--- src/rtl/string_led_sequencer_pkg.sv ---
// rtl/string_led_sequencer_pkg.sv - shared types and NRZ bit timing for the LED sequencer
package string_led_pkg;

  typedef enum logic [2:0] {
    IDLE,
    FETCH,
    LOAD,
    SHIFT,
    LATCH
  } state_t;

  localparam int BIT_TICKS = 3;
  localparam int T0H_TICKS = 1;
  localparam int T1H_TICKS = 2;

  // Active (high before polarity) level of a data bit in the given tick phase.
  function automatic logic bit_active(input logic bit_val, input logic [1:0] phase);
    return bit_val ? (phase < 2'(T1H_TICKS)) : (phase < 2'(T0H_TICKS));
  endfunction

endpackage

--- src/rtl/string_led_sequencer_if.sv ---
// rtl/string_led_sequencer_if.sv - read-only SRAM port 1 used by the LED sequencer
interface string_led_sequencer_if #(
  parameter int ASIZE = 32
);
  logic             cs_n;
  logic [ASIZE-1:0] addr;
  logic [7:0]       rdata;

  modport master (output cs_n, output addr, input rdata);
  modport slave  (input cs_n, input addr, output rdata);
endinterface

--- src/rtl/string_led_sequencer_prescaler.sv ---
// rtl/string_led_sequencer_prescaler.sv - tick generator, one tick every prescaler+1 clk
module string_led_prescaler #(
  parameter int PSIZE = 32
) (
  input  logic             clk,
  input  logic             rst_n,
  input  logic             i_clr,
  input  logic [PSIZE-1:0] i_prescaler,
  output logic             o_tick
);

  logic [PSIZE-1:0] r_count;

  // >= keeps the counter bounded if prescaler shrinks below the running count
  assign o_tick = (r_count >= i_prescaler);

  always_ff @(posedge clk or negedge rst_n) begin
    if (!rst_n) begin
      r_count <= '0;
    end else if (i_clr || o_tick) begin
      r_count <= '0;
    end else begin
      r_count <= r_count + PSIZE'(1);
    end
  end

endmodule

--- src/rtl/string_led_sequencer.sv ---
// rtl/string_led_sequencer.sv - streams an SRAM byte window to a WS2812-style serial LED pin
module string_led_sequencer
  import string_led_pkg::*;
#(
  parameter int ASIZE       = 32,
  parameter int PSIZE       = 32,
  parameter int RESET_TICKS = 128
) (
  input  logic                   clk,
  input  logic                   rst_n,
  input  logic                   i_controller_en,
  input  logic [PSIZE-1:0]       i_prescaler,
  input  logic                   i_polarity,
  input  logic [3:0]             i_w_count,
  input  logic [ASIZE-1:0]       i_w_first,
  input  logic [ASIZE-1:0]       i_w_last,
  input  logic                   i_start,
  output logic                   o_progress,
  output logic                   o_led,
  string_led_sequencer_if.master sram
);

  localparam int LW = $clog2(RESET_TICKS + 1);

  state_t           r_state;
  logic             r_progress;
  logic             r_cs_n;
  logic             r_led_act;
  logic             r_rd_s1;
  logic             r_have_next;
  logic [ASIZE-1:0] r_addr;
  logic [ASIZE-1:0] r_first;
  logic [ASIZE-1:0] r_last;
  logic [3:0]       r_passes;
  logic [7:0]       r_shift;
  logic [7:0]       r_next;
  logic [2:0]       r_bit_idx;
  logic [1:0]       r_phase;
  logic [LW-1:0]    r_latch_cnt;

  logic w_accept;
  logic w_clr;
  logic w_tick;
  logic w_cur_bit;
  logic w_wrap;

  assign w_accept  = i_start && i_controller_en && (r_state == IDLE) && (i_w_count != 4'd0);
  // Re-align ticks to the first bit so every bit spans a whole number of ticks
  assign w_clr     = w_accept || (r_state == LOAD);
  assign w_cur_bit = r_shift[r_bit_idx];
  assign w_wrap    = (r_addr == r_last) || (r_last < r_first);

  string_led_prescaler #(.PSIZE(PSIZE)) u_prescaler (
    .clk        (clk),
    .rst_n      (rst_n),
    .i_clr      (w_clr),
    .i_prescaler(i_prescaler),
    .o_tick     (w_tick)
  );

  assign o_progress = r_progress;
  assign sram.cs_n  = r_cs_n;
  assign sram.addr  = r_addr;
  // Polarity is static configuration, applied after the active-level register
  assign o_led      = r_led_act ^ i_polarity;

  always_ff @(posedge clk or negedge rst_n) begin
    if (!rst_n) begin
      r_state     <= IDLE;
      r_progress  <= 1'b0;
      r_cs_n      <= 1'b1;
      r_led_act   <= 1'b0;
      r_rd_s1     <= 1'b0;
      r_have_next <= 1'b0;
      r_addr      <= '0;
      r_first     <= '0;
      r_last      <= '0;
      r_passes    <= '0;
      r_shift     <= '0;
      r_next      <= '0;
      r_bit_idx   <= '0;
      r_phase     <= '0;
      r_latch_cnt <= '0;
    end else begin
      r_cs_n  <= 1'b1;
      r_rd_s1 <= !r_cs_n;
      if (r_rd_s1) r_next <= sram.rdata;

      if (!i_controller_en) begin
        r_state    <= IDLE;
        r_progress <= 1'b0;
        r_led_act  <= 1'b0;
        r_rd_s1    <= 1'b0;
      end else begin
        case (r_state)
          IDLE: begin
            r_led_act <= 1'b0;
            if (w_accept) begin
              r_state    <= FETCH;
              r_progress <= 1'b1;
              r_cs_n     <= 1'b0;
              r_addr     <= i_w_first;
              r_first    <= i_w_first;
              r_last     <= i_w_last;
              r_passes   <= i_w_count;
            end
          end
          FETCH: r_state <= LOAD;
          LOAD: begin
            r_shift   <= sram.rdata;
            r_bit_idx <= 3'd7;
            r_phase   <= 2'd0;
            r_led_act <= 1'b1;
            r_state   <= SHIFT;
          end
          SHIFT: begin
            if (w_tick) begin
              if (r_phase != 2'(BIT_TICKS - 1)) begin
                r_phase   <= r_phase + 2'd1;
                r_led_act <= bit_active(w_cur_bit, r_phase + 2'd1);
              end else begin
                r_phase <= 2'd0;
                if (r_bit_idx != 3'd0) begin
                  r_bit_idx <= r_bit_idx - 3'd1;
                  r_led_act <= 1'b1;
                  // Bit 0 is starting: prefetch the next byte so it is ready when this one ends
                  if (r_bit_idx == 3'd1) begin
                    if (w_wrap && (r_passes == 4'd1)) begin
                      r_have_next <= 1'b0;
                    end else begin
                      r_have_next <= 1'b1;
                      r_cs_n      <= 1'b0;
                      if (w_wrap) begin
                        r_addr   <= r_first;
                        r_passes <= r_passes - 4'd1;
                      end else begin
                        r_addr <= r_addr + ASIZE'(1);
                      end
                    end
                  end
                end else if (r_have_next) begin
                  r_shift   <= r_next;
                  r_bit_idx <= 3'd7;
                  r_led_act <= 1'b1;
                end else begin
                  r_state     <= LATCH;
                  r_led_act   <= 1'b0;
                  r_latch_cnt <= '0;
                end
              end
            end
          end
          LATCH: begin
            r_led_act <= 1'b0;
            if (w_tick) begin
              if (r_latch_cnt == LW'(RESET_TICKS - 1)) begin
                r_state    <= IDLE;
                r_progress <= 1'b0;
              end else begin
                r_latch_cnt <= r_latch_cnt + LW'(1);
              end
            end
          end
          default: r_state <= IDLE;
        endcase
      end
    end
  end

endmodule

--- src/flat_wrapper.sv ---
// flat-port wrapper written by rule: the top's interface ports become plain ports
module string_led_sequencer_flat import string_led_pkg::*;
#(
  parameter int ASIZE       = 32,
  parameter int PSIZE       = 32,
  parameter int RESET_TICKS = 128
)
  (clk, rst_n, i_controller_en, i_prescaler, i_polarity, i_w_count, i_w_first, i_w_last, i_start, o_progress, o_led, sram_cs_n, sram_addr, sram_rdata);
  string_led_sequencer_if #(.ASIZE(ASIZE)) sram_i ();
  input  logic clk;
  input  logic rst_n;
  input  logic i_controller_en;
  input  logic [PSIZE-1:0] i_prescaler;
  input  logic i_polarity;
  input  logic [3:0] i_w_count;
  input  logic [ASIZE-1:0] i_w_first;
  input  logic [ASIZE-1:0] i_w_last;
  input  logic i_start;
  output logic o_progress;
  output logic o_led;
  output wire logic [$bits(sram_i.cs_n)-1:0] sram_cs_n;
  output wire logic [$bits(sram_i.addr)-1:0] sram_addr;
  input wire logic [$bits(sram_i.rdata)-1:0] sram_rdata;
  assign sram_cs_n = sram_i.cs_n;
  assign sram_addr = sram_i.addr;
  assign sram_i.rdata = sram_rdata;
  string_led_sequencer #(.ASIZE(ASIZE), .PSIZE(PSIZE), .RESET_TICKS(RESET_TICKS)) u_core (.clk(clk), .rst_n(rst_n), .i_controller_en(i_controller_en), .i_prescaler(i_prescaler), .i_polarity(i_polarity), .i_w_count(i_w_count), .i_w_first(i_w_first), .i_w_last(i_w_last), .i_start(i_start), .o_progress(o_progress), .o_led(o_led), .sram(sram_i));
endmodule
--- config.mk ---
export PLATFORM = sky130hd
export DESIGN_NAME = string_led_sequencer_flat
export DESIGN_NICKNAME = d
export VERILOG_FILES = /design/src/rtl/string_led_sequencer_pkg.sv /design/src/rtl/string_led_sequencer_if.sv /design/src/rtl/string_led_sequencer_prescaler.sv /design/src/rtl/string_led_sequencer.sv /design/src/flat_wrapper.sv
export SDC_FILE = /design/constraint.sdc
export NUM_CORES = 1
export LEC_CHECK = 0
export ABC_AREA = 1
export ABC_CLOCK_PERIOD_IN_PS = 6600
export BUFFER_PORTS_ARGS = -buffer_cell sky130_fd_sc_hd__buf_2
export CORE_MARGIN = 2
export CORE_UTILIZATION = 64
export DETAILED_ROUTE_END_ITERATION = 10
export PLACE_DENSITY_LB_ADDON = 0.3
export SLEW_MARGIN = 5
export SYNTH_ARGS = -nofsm -noshare
export SYNTH_HDL_FRONTEND = slang
export SYNTH_SLANG_ARGS = --single-unit
--- constraint.sdc ---
create_clock -name clk -period 6.6 [get_ports clk]
set_input_delay 1.32 -clock clk [delete_from_list [all_inputs] [get_ports clk]]
set_output_delay 1.32 -clock clk [all_outputs]
set_load 0.005 [all_outputs]
[Word level (Yosys, flattened, before mapping)]
Cells that the tools add are included.
W data, S select, Z words.
Operators by class
  bitwise logic cells: 2
  mux-type cells: 70
  $lt $le $gt $ge: 5
  add/subtract/negate cells: 6
  reductions and logical operators: 26
  eq/ne operators: 31
Operators by type and width (count)
  $mux W32: 8
  $mux W8: 10
  $add A32 B1 Y32 const B: 2
  $pmux W32 S2: 1
  $mux W3: 12
  $eq A32 B32 Y1: 1
  $ge A32 B32 Y1: 1
  $lt A32 B32 Y1: 1
  $pmux W8 S2: 2
  $mux W4: 7
  $mux W1: 20
  $ne A2 B2 Y1 const B: 8
  $reduce_and A8 Y1: 2
  $ne A3 B3 Y1 const B: 5
  $pmux W3 S5: 1
  $reduce_and A6 Y1: 2
  $ne A2 B1 Y1 const B: 5
  $reduce_and A9 Y1: 1
  $add A8 B1 Y8 const B: 1
  $eq A8 B7 Y1 const B: 1
  $pmux W4 S2: 1
  $reduce_and A7 Y1: 1
  $eq A3 B1 Y1 const B: 2
  $eq A3 B2 Y1 const B: 2
  other kinds (31): 43
Storage, ports and cells
  logic and storage cells: 156
  register bits: 169
  output and inout port bits: 35

[Longest topological paths before layout]
  depth after elaboration: 10
  gate-level depth with buffers: 19
  gate-level depth less buffers: 19

[Cells and area by module]
A second synthesis with hierarchy kept.
Second synthesis, totals
  cell total of the unflattened synthesis: 1518
  area, all modules: 11253.3 um2
By module, submodules not included
  string_led_sequencer: area each 8628.3 um2, cells each 1157, instances 1
  string_led_prescaler: area each 2625.0 um2, cells each 361, instances 1

[Worst setup path before layout]
No wires, ideal clock.
  kind: in2reg
  start point: input i_prescaler[19]
  end point: register u_core.u_prescaler.r_count[7]
  setup time: 0.088 ns
  path slack: 3.597 ns
  cell stages on the path: 14
  data arrival time: 2.915 ns
  cells stage by stage: inv_1 -> ha_1 -> nand2_1 -> inv_1 -> nand2_1 -> nand2_1 -> nand2_1 -> nand3_1 -> a21oi_2 -> nand4_1 -> or2_1 -> clkbuf_1 -> buf_2 -> nor3b_1
Between the ends
  cells in the longest elaborated chain, start to end: 3
Ends and longest elaborated chain
  start, declared: line flat_wrapper.sv:13  | input logic [PSIZE-1:0] i_prescaler;
  $ge A32 B32 Y1: line string_led_sequencer_prescaler.sv:15  | assign o_tick = (r_count >= i_prescaler);
  $logic_or A1 B1 Y1: line string_led_sequencer_prescaler.sv:20  | end else if (i_clr || o_tick) begin
  $mux W32: line string_led_sequencer_prescaler.sv:20
  end signal, assigned: line string_led_sequencer_prescaler.sv:23  | r_count <= r_count + PSIZE'(1);
  end, declared: line string_led_sequencer_prescaler.sv:12  | logic [PSIZE-1:0] r_count;
Every way passes these cells.
A chain may end at the register's enable or synchronous reset.

[Worst setup path after layout]
  start point: register u_core.r_last[31]
  end point: register u_core.r_addr[20], in the netlist u_core.sram.addr[20]
Between the ends
  cells in the longest elaborated chain, start to end: 9
  elaborated cells between the ends (all ways): 13
Ends and longest elaborated chain
  start, declared: line string_led_sequencer.sv:33  | logic [ASIZE-1:0] r_last;
  start signal, assigned: line string_led_sequencer.sv:104  | r_last <= i_w_last;
  $lt A32 B32 Y1 or $eq A32 B32 Y1 (tied branches): line string_led_sequencer.sv:51  | assign w_wrap = (r_addr == r_last) || (r_last < r_first);
  $logic_or A1 B1 Y1 (*): line string_led_sequencer.sv:51
  $mux W32: line string_led_sequencer.sv:133  | if (w_wrap) begin
  $mux W32: line string_led_sequencer.sv:128  | if (w_wrap && (r_passes == 4'd1)) begin
  $mux W32: line string_led_sequencer.sv:127  | if (r_bit_idx == 3'd1) begin
  $mux W32: line string_led_sequencer.sv:123  | if (r_bit_idx != 3'd0) begin
  $mux W32: line string_led_sequencer.sv:118  | if (r_phase != 2'(BIT_TICKS - 1)) begin
  $mux W32: line string_led_sequencer.sv:117  | if (w_tick) begin
  $pmux W32 S2: line string_led_sequencer.sv:95  | case (r_state)
  end signal, assigned: line string_led_sequencer.sv:102  | r_addr <= i_w_first;
  end signal, assigned: line string_led_sequencer.sv:134  | r_addr <= r_first;
  end signal, assigned: line string_led_sequencer.sv:137  | r_addr <= r_addr + ASIZE'(1);
  end, declared: line string_led_sequencer.sv:31  | logic [ASIZE-1:0] r_addr;
Mark *: on every way between the ends. The rest lies on a longest branch, timed or not. The select of a mux whose other input is x is not followed.

==> flow_summary.json <==
{
  "drc": 0,
  "internal_power_w": 0.00278,
  "reg2reg_depth": 13,
  "p_sw_share_pct": 45.1,
  "syn-cell-area_um2": 11200,
  "relSlewSlack_pct": 21.6,
  "htreeDepth": 4,
  "slowest_delay_ns": 0.83,
  "grt_antenna_before_repair": 0,
  "viasPerCell": 5.43,
  "vias": 10395,
  "crit_chain": "ha_1 > nand2_1 > nor2_1 > nand4_1 > nor4_1 > nand2_1 > nand2_2 > nand2_4 > nand2_1 > nand3_1 > nand2_1 > nand3_1 > nand2_1",
  "crit_start": "u_core.r_last[31]",
  "synth_nets": 1745,
  "cp_top_family": "simple AND/OR/NAND/NOR gates",
  "r2r_setup_slack_ns": 2.52,
  "cts_root_buf": "clkbuf_16",
  "detail_route.wl_per_cell_um": 14.3,
  "cp_common_cell": "nand2_1",
  "p_leak_nw": 6.59,
  "grt_usage_pct": 30.6,
  "hold_class": "reg2reg",
  "status": "finished clean",
  "drtAntennaViolNets": 0,
  "cts.repair.resized": 0,
  "muxShareOfSynthArea_pct": 0,
  "tightest_slew_ns": 1.18,
  "drt-total-wl_mm": 27.4,
  "syn_avg_cell_area_um2": 7.19,
  "cp_max_fo": 34,
  "fin_worst_skew_ns": 0.00979,
  "min_period_ns": 4.08,
  "grt_pass1_vias": 9935,
  "finalMaxSlewViolations": 0,
  "io_pins": 148,
  "r2r-start": "u_core.r_last[31]",
  "fin_crit_sh_pct": 61.9,
  "cp_slowest_cell": "nand2_1",
  "layout.nets": 1867,
  "hold_viol_final": 0,
  "cp.arrival_ns": 4.45,
  "clk_latency_ns": 0.44,
  "powerDensity_nw_per_um2": 405,
  "dpl_cell_area_um2": 12000,
  "crit_end": "u_core.sram.addr[20]",
  "grt_first_pass_wirelength_mm": 45.4,
  "antenna_cells": 0,
  "required_ns": 6.97,
  "coreArea_um2": 17200,
  "max_freq_mhz": 245,
  "numPortBuffers": 147,
  "grt_max_degree": 65,
  "numCtsBuffers": 17,
  "fin_area_um2": 12500,
  "placementRows": 48,
  "path_class": "reg2reg",
  "synth_top_family_by_area": "simple AND/OR/NAND/NOR gates",
  "maxCapViolations": 0,
  "die_area_um2": 18600,
  "rsz0062_at_grt": "false",
  "synth_compound_area_share_pct": 6.72,
  "clockBufferDepth": 2,
  "p_sw_w": 0.00229,
  "p_comb_share_pct": 46.1,
  "crit_cells": 13,
  "reg2reg_to": "u_core.sram.addr[20]",
  "tritoncts": "done",
  "die_w_um": 136,
  "ys_types": 43,
  "tns_ns": 0,
  "dr.first_iter.drc_count": 788,
  "gp_congestion": 0.952,
  "drive_gt1_share_pct": 12.5,
  "power_frac_seq_pct": 36.0,
  "stdcell_count": 1915,
  "postCtsSetupBuffers": 0,
  "clockPowerShare_pct": 17.9,
  "final_cell_mix": "nand2_1, inv_1, dfrtp_1",
  "ys_seq_elements": 169,
  "finish.utilization_pct": 73.0,
  "areaGrowthSynthToFinish_pct": 11.9,
  "synth_fa_ha_area_share_pct": 8.38,
  "place_hpwl_mm": 19.5,
  "endpoint_kind": "flip-flop",
  "initial_core_util_pct": 65.2,
  "synth-simple-area-share_pct": 32.4,
  "critPathBufInv": 0,
  "hold_slack_ns": 0.498,
  "die_h_um": 136,
  "clkTransAtPathRegs_ns": 0.07,
  "cts_hold_buf": 0,
  "overflow": 0,
  "drt-pass1-iter-count": 6,
  "setup_violations": 0,
  "place_inst": 1885,
  "synth_xor_area_share_pct": 6.41,
  "startpoint_type": "flip-flop",
  "yosys_warnings": 0,
  "synthCells": 1557,
  "seq_area_frac_synth_pct": 37.8,
  "fillerInstances": 1419,
  "layout_commonest_cell": "nand2_1",
  "ir_worst_vdd_v": 0.000272,
  "cts_sinks": 169
}
## metal layers
layer  vias up  GRT usage [%]  wire length (um)
met5         -              0                 0
met4         0           13.0               869
met3        65           4.74              1270
met2       302           53.3             13700
met1      4843           37.6             11500
li1       5185              -                 -
## kinds of logic (layout without fill, tap and decap cells)
logic type                 count (synthesis)  in the layout
buffers and inverters                    235            368
DFF                                      169            169
and+or+nand+nor                          858            858
AOI/OAI and AO/OA                        138            138
adders and majority gates                 75             75
xor gates and xnor gates                  82             82
## sequential cells by signal, summed over array words and instances (netlist names), 4 cells and up
signal and flops:
u_core.r_first 32, u_core.r_last 32, u_core.sram.addr 32, u_core.u_prescaler.r_count 32, u_core.r_latch_cnt 8, u_core.r_next 8, u_core.r_shift 8, u_core.r_passes 4
## how the worst min path moves through the flow
stage / slack (ns) / cells past startpoint / end / from
after floorplan: 0.45 / 1 / u_core.u_prescaler.r_count[0] / u_core.u_prescaler.r_count[0]
after global routing: 0.51 / 1 / u_core.r_shift[0] / u_core.r_shift[0]
final: 0.50 / 1 / u_core.r_shift[4] / u_core.r_shift[4]
after CTS: 0.49 / 1 / u_core.r_shift[0] / u_core.r_shift[0]
after detailed placement: 0.48 / 1 / u_core.r_shift[0] / u_core.r_shift[0]
after global placement: 0.47 / 1 / u_core.r_shift[0] / u_core.r_shift[0]
## area by class of cell
type,count,area (um^2),area share (%)
repair buffers,151,772,6.16
inverters,187,702,5.60
flip-flops and latches,169,4230,33.7
clock inverters,7,46.3,0.369
clock buffers,23,468,3.73
multi-input cells,1153,6040,48.1
well taps,225,282,2.25
## metrics by stage
stage	power (W)	setup slack (ns)
4_1_cts	0.00506	2.59
2_1_floorplan	0.00349	3.60
5_1_grt	0.00551	2.18
3_5_place_dp	0.00414	2.24
3_3_place_gp	0.00403	2.36
6_report	0.00507	2.52
## worst reg2reg max path, delay by kind of cell (launching register included)
family	cells	cell delay [ns]
fa+ha+maj	1	0.31
flops	1	0.42
simple gates	12	3.28
## power by group through the flow
stage | Clock (W) | Combinational (W) | Sequential, W
after floorplan | 0 | 0.00176 | 0.00172
after global placement | 0 | 0.00222 | 0.00181
after detailed placement | 0 | 0.00231 | 0.00183
after CTS | 0.000912 | 0.00234 | 0.00181
after global routing | 0.000952 | 0.00269 | 0.00187
final | 0.000907 | 0.00234 | 0.00182
## cell usage after synthesis
library cell | count | area (um^2)
a211oi_1 | 1 | 7.51
a21oi_1 | 37 | 185
a21oi_2 | 2 | 17.5
a21oi_4 | 1 | 16.3
a31oi_1 | 2 | 12.5
and3_1 | 1 | 6.26
buf_1 | 10 | 37.5
buf_2 | 16 | 80.1
buf_4 | 3 | 22.5
buf_6 | 3 | 33.8
clkbuf_1 | 16 | 60.1
clkinv_1 | 5 | 18.8
dfrtp_1 | 168 | 4200
dfstp_2 | 1 | 26.3
ha_1 | 75 | 938
inv_1 | 170 | 638
inv_2 | 12 | 45.0
nand2_1 | 509 | 1910
nand2_2 | 4 | 25.0
nand2_4 | 1 | 11.3
nand3_1 | 138 | 691
nand3b_1 | 2 | 15.0
nand4_1 | 18 | 113
nand4_4 | 1 | 21.3
nor2_1 | 121 | 454
nor2_2 | 6 | 37.5
nor2_4 | 2 | 22.5
nor3_1 | 39 | 195
nor3_2 | 4 | 40.0
nor3b_1 | 5 | 37.5
nor4_1 | 3 | 18.8
nor4b_1 | 1 | 8.76
o211ai_1 | 6 | 45.0
o21a_1 | 7 | 52.6
o21ai_0 | 72 | 360
o21ai_1 | 7 | 35.0
o21bai_1 | 1 | 7.51
o22ai_1 | 1 | 6.26
o31ai_1 | 1 | 7.51
or2_0 | 2 | 12.5
or2_1 | 1 | 6.26
xnor2_1 | 26 | 228
xor2_1 | 56 | 490
(Power assumes the default switching activity.)
